<file path="config.mk">
export PLATFORM = sky130hd
export DESIGN_NAME = pc_sequencer
export DESIGN_NICKNAME = d
export VERILOG_FILES = /design/src/rtl/pc_sequencer.sv
export SDC_FILE = /design/constraint.sdc
export NUM_CORES = 1
export LEC_CHECK = 0
export CAP_MARGIN = 15
export CORE_ASPECT_RATIO = 0.75
export CORE_MARGIN = 4
export CORE_UTILIZATION = 40
export CTS_BUF_LIST = sky130_fd_sc_hd__clkbuf_8
export DETAILED_ROUTE_END_ITERATION = 8
export PLACE_DENSITY = 0.88
export SYNTH_ARGS = -nofsm -noshare
export SYNTH_HDL_FRONTEND = slang
export SYNTH_SLANG_ARGS = --single-unit
</file>
<file path="constraint.sdc">
create_clock -name clk -period 2.8 [get_ports clk]
set_clock_uncertainty 0.05 [all_clocks]
set_input_delay 0.56 -clock clk [delete_from_list [all_inputs] [get_ports clk]]
set_output_delay 0.56 -clock clk [all_outputs]
set_load 0.02 [all_outputs]
</file>
<file path="src/rtl/pc_sequencer.sv">
// pc_sequencer: fetch / next-PC controller for the 8-bit microprocessor.
//
// Drives the free-running pc register (which loads next_pc on every edge) and
// walks each instruction through FETCH -> EXEC, choosing the next PC when the
// datapath signals completion. A halting instruction parks the sequencer in
// HALT until reset.
//
// Ports:
//   clk, reset        clock, synchronous active-high reset
//   cur_pc            current PC from pc.NextO
//   next_pc           next PC to pc.NextI (combinational)
//   imem_req/addr     fetch request and address (address == cur_pc)
//   imem_ack/data     fetch acknowledge and instruction byte
//   instr/instr_valid registered instruction, high while executing
//   exec_done         datapath finished; qualifies branch_taken/jump/halt
//   branch_taken/off  relative branch, two's-complement offset
//   jump/jump_addr    absolute jump
//   halt/halted       halt request / sequencer parked in HALT
//   retired           saturating count of completed instructions
module pc_sequencer #(
    parameter int CNT_W = 16
) (
    input  logic             clk,
    input  logic             reset,
    input  logic [7:0]       cur_pc,
    output logic [7:0]       next_pc,
    output logic             imem_req,
    output logic [7:0]       imem_addr,
    input  logic             imem_ack,
    input  logic [7:0]       imem_data,
    output logic [7:0]       instr,
    output logic             instr_valid,
    input  logic             exec_done,
    input  logic             branch_taken,
    input  logic [7:0]       branch_off,
    input  logic             jump,
    input  logic [7:0]       jump_addr,
    input  logic             halt,
    output logic             halted,
    output logic [CNT_W-1:0] retired
);

    typedef enum logic [1:0] {
        FETCH = 2'd0,
        EXEC  = 2'd1,
        HALT  = 2'd2
    } state_t;

    state_t           state;
    state_t           stateNext;
    logic [7:0]       instrQ;
    logic [CNT_W-1:0] retiredQ;
    logic [7:0]       pcInc;
    logic [7:0]       branchTgt;
    logic             doneExec;

    // Adding the 8-bit offset modulo 256 is the same as adding its sign
    // extension, so no explicit extension is needed.
    assign pcInc     = cur_pc + 8'd1;
    assign branchTgt = pcInc + branch_off;
    assign doneExec  = (state == EXEC) && exec_done;

    // State register
    always_ff @(posedge clk) begin
        if (reset)
            state <= FETCH;
        else
            state <= stateNext;
    end

    // Next-state logic
    always_comb begin
        stateNext = state;
        case (state)
            FETCH:   if (imem_ack) stateNext = EXEC;
            EXEC:    if (exec_done) stateNext = halt ? HALT : FETCH;
            HALT:    stateNext = HALT;
            default: stateNext = FETCH;
        endcase
    end

    // Output logic; reset overrides everything so pc loads 0 on the reset edge.
    always_comb begin
        imem_req    = 1'b0;
        instr_valid = 1'b0;
        halted      = 1'b0;
        next_pc     = cur_pc;
        if (reset) begin
            next_pc = 8'h00;
        end else begin
            case (state)
                FETCH: imem_req = 1'b1;
                EXEC: begin
                    instr_valid = 1'b1;
                    if (exec_done) begin
                        if (halt)
                            next_pc = cur_pc;
                        else if (jump)
                            next_pc = jump_addr;
                        else if (branch_taken)
                            next_pc = branchTgt;
                        else
                            next_pc = pcInc;
                    end
                end
                HALT:    halted = 1'b1;
                default: ;
            endcase
        end
    end

    // Instruction latch and retired counter
    always_ff @(posedge clk) begin
        if (reset) begin
            instrQ   <= 8'h00;
            retiredQ <= '0;
        end else begin
            if (state == FETCH && imem_ack)
                instrQ <= imem_data;
            if (doneExec && (retiredQ != {CNT_W{1'b1}}))
                retiredQ <= retiredQ + 1'b1;
        end
    end

    assign imem_addr = cur_pc;
    assign instr     = instrQ;
    assign retired   = retiredQ;

endmodule

</file>
# Word level (Yosys, flattened, before mapping)
# Index checks and enable logic that the tools add are counted.
# word_totals
register_bits,26
input_bits,39
output_inout_bits,43
elab_cells,32
# classes
add_sub_neg,3
eq_ne,5
mux,16
n_reduce_logical,5
# op_table
operator,count
two-way mux 8 bit,6
adder 16 x 1 -> 16 bit (second input constant),1
!= test 16 bit (second input constant),1
adder 8 x 1 -> 8 bit (second input constant),1
adder 8 bit,1
two-way mux 1 bit,6
two-way mux 2 bit,3
one-hot mux 2 bit (3 select lines),1
!= test 2 bit (second input constant),2
logical AND 1 bit,3
equality test 2 x 1 -> 1 bit (second input constant),1
equality test 2 bit (second input constant),1
zero test 2 bit,1
AND reduction 2 bit,1

# Depth between registers and ports, before layout
# depth
ltp_word,8
ltp_mapped,9

# Worst setup path after synthesis
# OpenSTA, ideal clock, no wires.
# synth_path
path_type,input -> output
startpoint,input port cur_pc[0]
endpoint,output port next_pc[3]
t_arrival_ns,2.508
t_required_ns,2.190
slack_ns,-0.318
path_stages,8
n_path_buf,0
path_cell_list,ha_1 > xor2_1 > ha_1 > a21oi_1 > nand2_1 > xor2_1 > a21boi_0 > o41ai_1
# synth_between
elab_chain_cells,8
# synth_rtl
item,line_no,text
from (decl),25,"input logic [7:0] cur_pc,"
adder 8 x 1 -> 8 bit *,59,assign pcInc = cur_pc + 8'd1;
adder 8 bit,60,assign branchTgt = pcInc + branch_off;
two-way mux 8 bit *,100,else if (branch_taken)
two-way mux 8 bit *,98,else if (jump)
two-way mux 8 bit *,96,if (halt)
two-way mux 8 bit *,95,if (exec_done) begin
two-way mux 8 bit *,91,case (state)
two-way mux 8 bit *,88,if (reset) begin
to (decl),26,"output logic [7:0] next_pc,"
# Mark *: on every way between the ends. The rest lies on a longest branch, timed or not.

# Worst setup path in the final report
# layout_path
startpoint,input port cur_pc[0]
endpoint,output port next_pc[4]
# The elaborated chain is that of the path after synthesis.

==> summary.md <==
| Metric | Value |
|---|---|
| Status | complete, but fails checks |
| Failing checks | setup timing |
| DR pass1 iterations | 4 |
| Crit-path max FO | 5 |
| Post-synth top flop | dfxtp_1 |
| Clk buf depth | 2 |
| Number of global-route vias before repair | 2437 |
| Post-Syn Instances | 252 |
| DP HPWL | approximately 5.1 mm |
| Clk Latency, worst-skew pair | about 0.28 ns |
| Distinct cell type count after synthesis | 48 |
| Ys async rst share | 0% |
| Antenna diodes | 0 |
| Worst reg2reg setup slack | 0.89 ns |
| Required time worst endpoint | approximately 2.2 ns |
| Syn nets | 301 |
| First-pass GRT wire length | between 10 and 15 mm |
| Die W | about 90 µm |
| Slew Limit Fails | 0 |
| Worst-Margin Slew | between 0.3 and 0.4 ns |
| Post-Route WL | 8.35 mm |
| Element type at the critical path end | output pin |
| TritonCTS clock tree | done |
| EDFF count, synth | 0 |
| Max Cap Viol | 0 |
| Pwr Total | 1170 µW |
| Vias per cell | ~5.7 |
| Global route total overflow | 0 |
| Leading cell type in the layout, fill and taps excluded | clkdlybuf4s50_1 |
| Global Route Usage Sum | about a quarter |
| Critical Path AT | 2.55 ns |
| Setup Viol. Count Final | 6 |
| Critical path launch point | cur_pc[0] |
| Final core occ | ~75% |
| Avg Inst Size Synth | ~8 µm² |
| Period utilization | 113% |
| Routed Antenna Nets | 0 |
| Initial DRC count | ~140 |
| Hold_sp | retired[14]$_SDFFE_PP0P_ |
| Synthesis-to-layout area growth | 81.4% |
| Yosys warning count | 0 |
| Final Hold Violating Endpoints | 0 |
| Clock sinks | 26 |
| RSZ-0062 raised after global routing | true |
| Initial antenna violation count | 0 |
| Largest net degree at the start of global routing | 28 |
| Die ar. | 6240 µm² |
| Gpl congestion | slightly above 0.9 |
| Initial Utilization | around two fifths |
| Core area | 4870 µm² |
| Final worst path period need | between 3 and 4 ns |
| PwrDens | 321 nW/µm² |
| Top-Level Pins | between 80 and 90 |
| Delay-heaviest family, CP | compound AO/OA/AOI/OAI gates |
| Register bit total from synthesis | 26 |
| Post-DR wirelength/cell | 19.4 µm |
| Post-layout nets | between 400 and 500 |
| Num rows | 22 |
| CP Buf/Inv Count | 4 |
| Max incr delay on CP | ~0.31 ns |
| CP startpoint kind | primary input |
| Reg2reg start | retired[0]$_SDFFE_PP0P_ |
| Leakage | 0.00151 µW |
| Total vias in the final route | between 2k and 2.5k |
| Worst rel slew slack | 73.4% |
| Layout cells sized above 1 | roughly 34% |
| I/O Buffers | between 80 and 90 |
| Critical path, cell by cell | buf_8, buf_6, nand3_2, xnor2_2, ha_1, o21ai_2, a21oi_4, buf_4, a211oi_2, o221ai_2, a21oi_2, buf_4 |
| Clock root buffer master | clkbuf_8 |
| Maximum clock rate | 317 MHz |
| Most frequent cells in the layout | clkdlybuf4s50_1, buf_4, nor2_1, dfxtp_1 |
| CTS HTree Levels | 1 |
| CTS Buf Count | 3 |
| Worst path most repeated cell | buf_4 |
| Die Height | 69.4 µm |
| Final setup margin | -0.356 ns |
| Post-route DRC violation count | 0 |
| Slowest cell on crit path | a211oi_2 |
| Synth Cell Area | 2010 µm² |
| Hold WC Path Type | reg2reg |
| Clock-pin slew on the worst setup and hold paths | ~0.090 ns |
| Cts hold-fix bufs | 0 |
| Sequential fraction of the synthesis area | 25.9% |
| Maximum VDD drop | around 330 µV |
| Worst setup path class | in2out |
==> cell usage after synthesis, types with 4 or more instances <==
master | number | area, µm²
o21ai_0 | 8 | 40.0
nor3b_1 | 4 | 30.0
xnor2_1 | 6 | 52.6
buf_2 | 4 | 20.0
buf_4 | 9 | 67.6
xor2_1 | 12 | 105
dfxtp_1 | 26 | 521
ha_1 | 9 | 113
nand2b_1 | 4 | 25.0
o2111ai_1 | 7 | 61.3
mux2i_1 | 14 | 140
nand2_1 | 19 | 71.3
nor3_1 | 5 | 25.0
clkbuf_1 | 6 | 22.5
nor2b_1 | 4 | 25.0
nand3_1 | 9 | 45.0
a21oi_1 | 15 | 75.1
nor2_1 | 34 | 128
and3_1 | 5 | 31.3
inv_1 | 8 | 30.0
==> through the flow <==
step	cells	hold slack, ns	cell area [µm²]	setup slack [ns]	TNS, ns
after CTS	425	0.453	3470	-0.325	-1.28
final	430	0.454	3650	-0.356	-1.48
after global routing	430	0.474	3650	-0.398	-1.87
after detailed placement	413	0.435	3120	-1.33	-8.28
after floorplan	252	0.456	2040	-0.0681	-0.132
after global placement	413	0.419	3120	-1.24	-7.83
==> state kept, by name, summed over array words and instances (netlist names) <==
name / cells
retired: 16
state: 2
instr: 8
==> power breakdown <==
part	internal, µW	switching, µW	total (µW)	leakage [µW]
registers	380	8.27	388	0.000211
logic	273	259	532	0.00127
clock network	126	126	252	0.0000288
==> cell families after synthesis <==
family / count (synthesis) / synth area share [%]
muxes: 14 / 6.96
buffers and inverters: 30 / 7.89
DFF: 26 / 25.9
AOI/OAI and AO/OA: 52 / 17.2
xor gates and xnor gates: 18 / 7.83
and+or+nand+nor: 102 / 27.7
adders and majority gates: 10 / 6.59
==> layer usage <==
metal	vias to the layer above	track usage, %	share of wire, %
met4	0	8.49	3.7
met5	-	0	0
met2	134	38.4	46
met1	1161	30.0	42
met3	30	7.16	8.7
li1	1127	-	-
==> final cells by class <==
class | instances | area (µm²)
Fill cell | 309 | 1220
Clock buffer | 4 | 55.1
Sequential cell | 26 | 520
Inverter | 10 | 40.0
Multi-Input combinational cell | 196 | 1700
Tap cell | 60 | 75.1
Timing Repair Buffer | 134 | 1260
==> worst register-to-register path, stage by stage, from the launching register on <==
cell     delay, ns
dfxtp_1       0.43
ha_1          0.27
and2_1        0.23
nand4_4       0.20
o21ai_1       0.30
mux2i_1       0.26
nor2_1        0.06
==> repair_timing <==
item,in CTS,in global routing
pin swaps,32,25
resized for setup,127,35
endpoints found under the setup margin,8,10
setup buffers,9,6
==> path summary, 6_finish.rpt <==
path	endpoint	cells past startpoint
min	retired[14]$_SDFFE_PP0P_	2
min reg2reg	retired[14]$_SDFFE_PP0P_	2
max	next_pc[4]	12
max reg2reg	retired[1]$_SDFFE_PP0P_	6
Power figures use the tool's default switching activity.
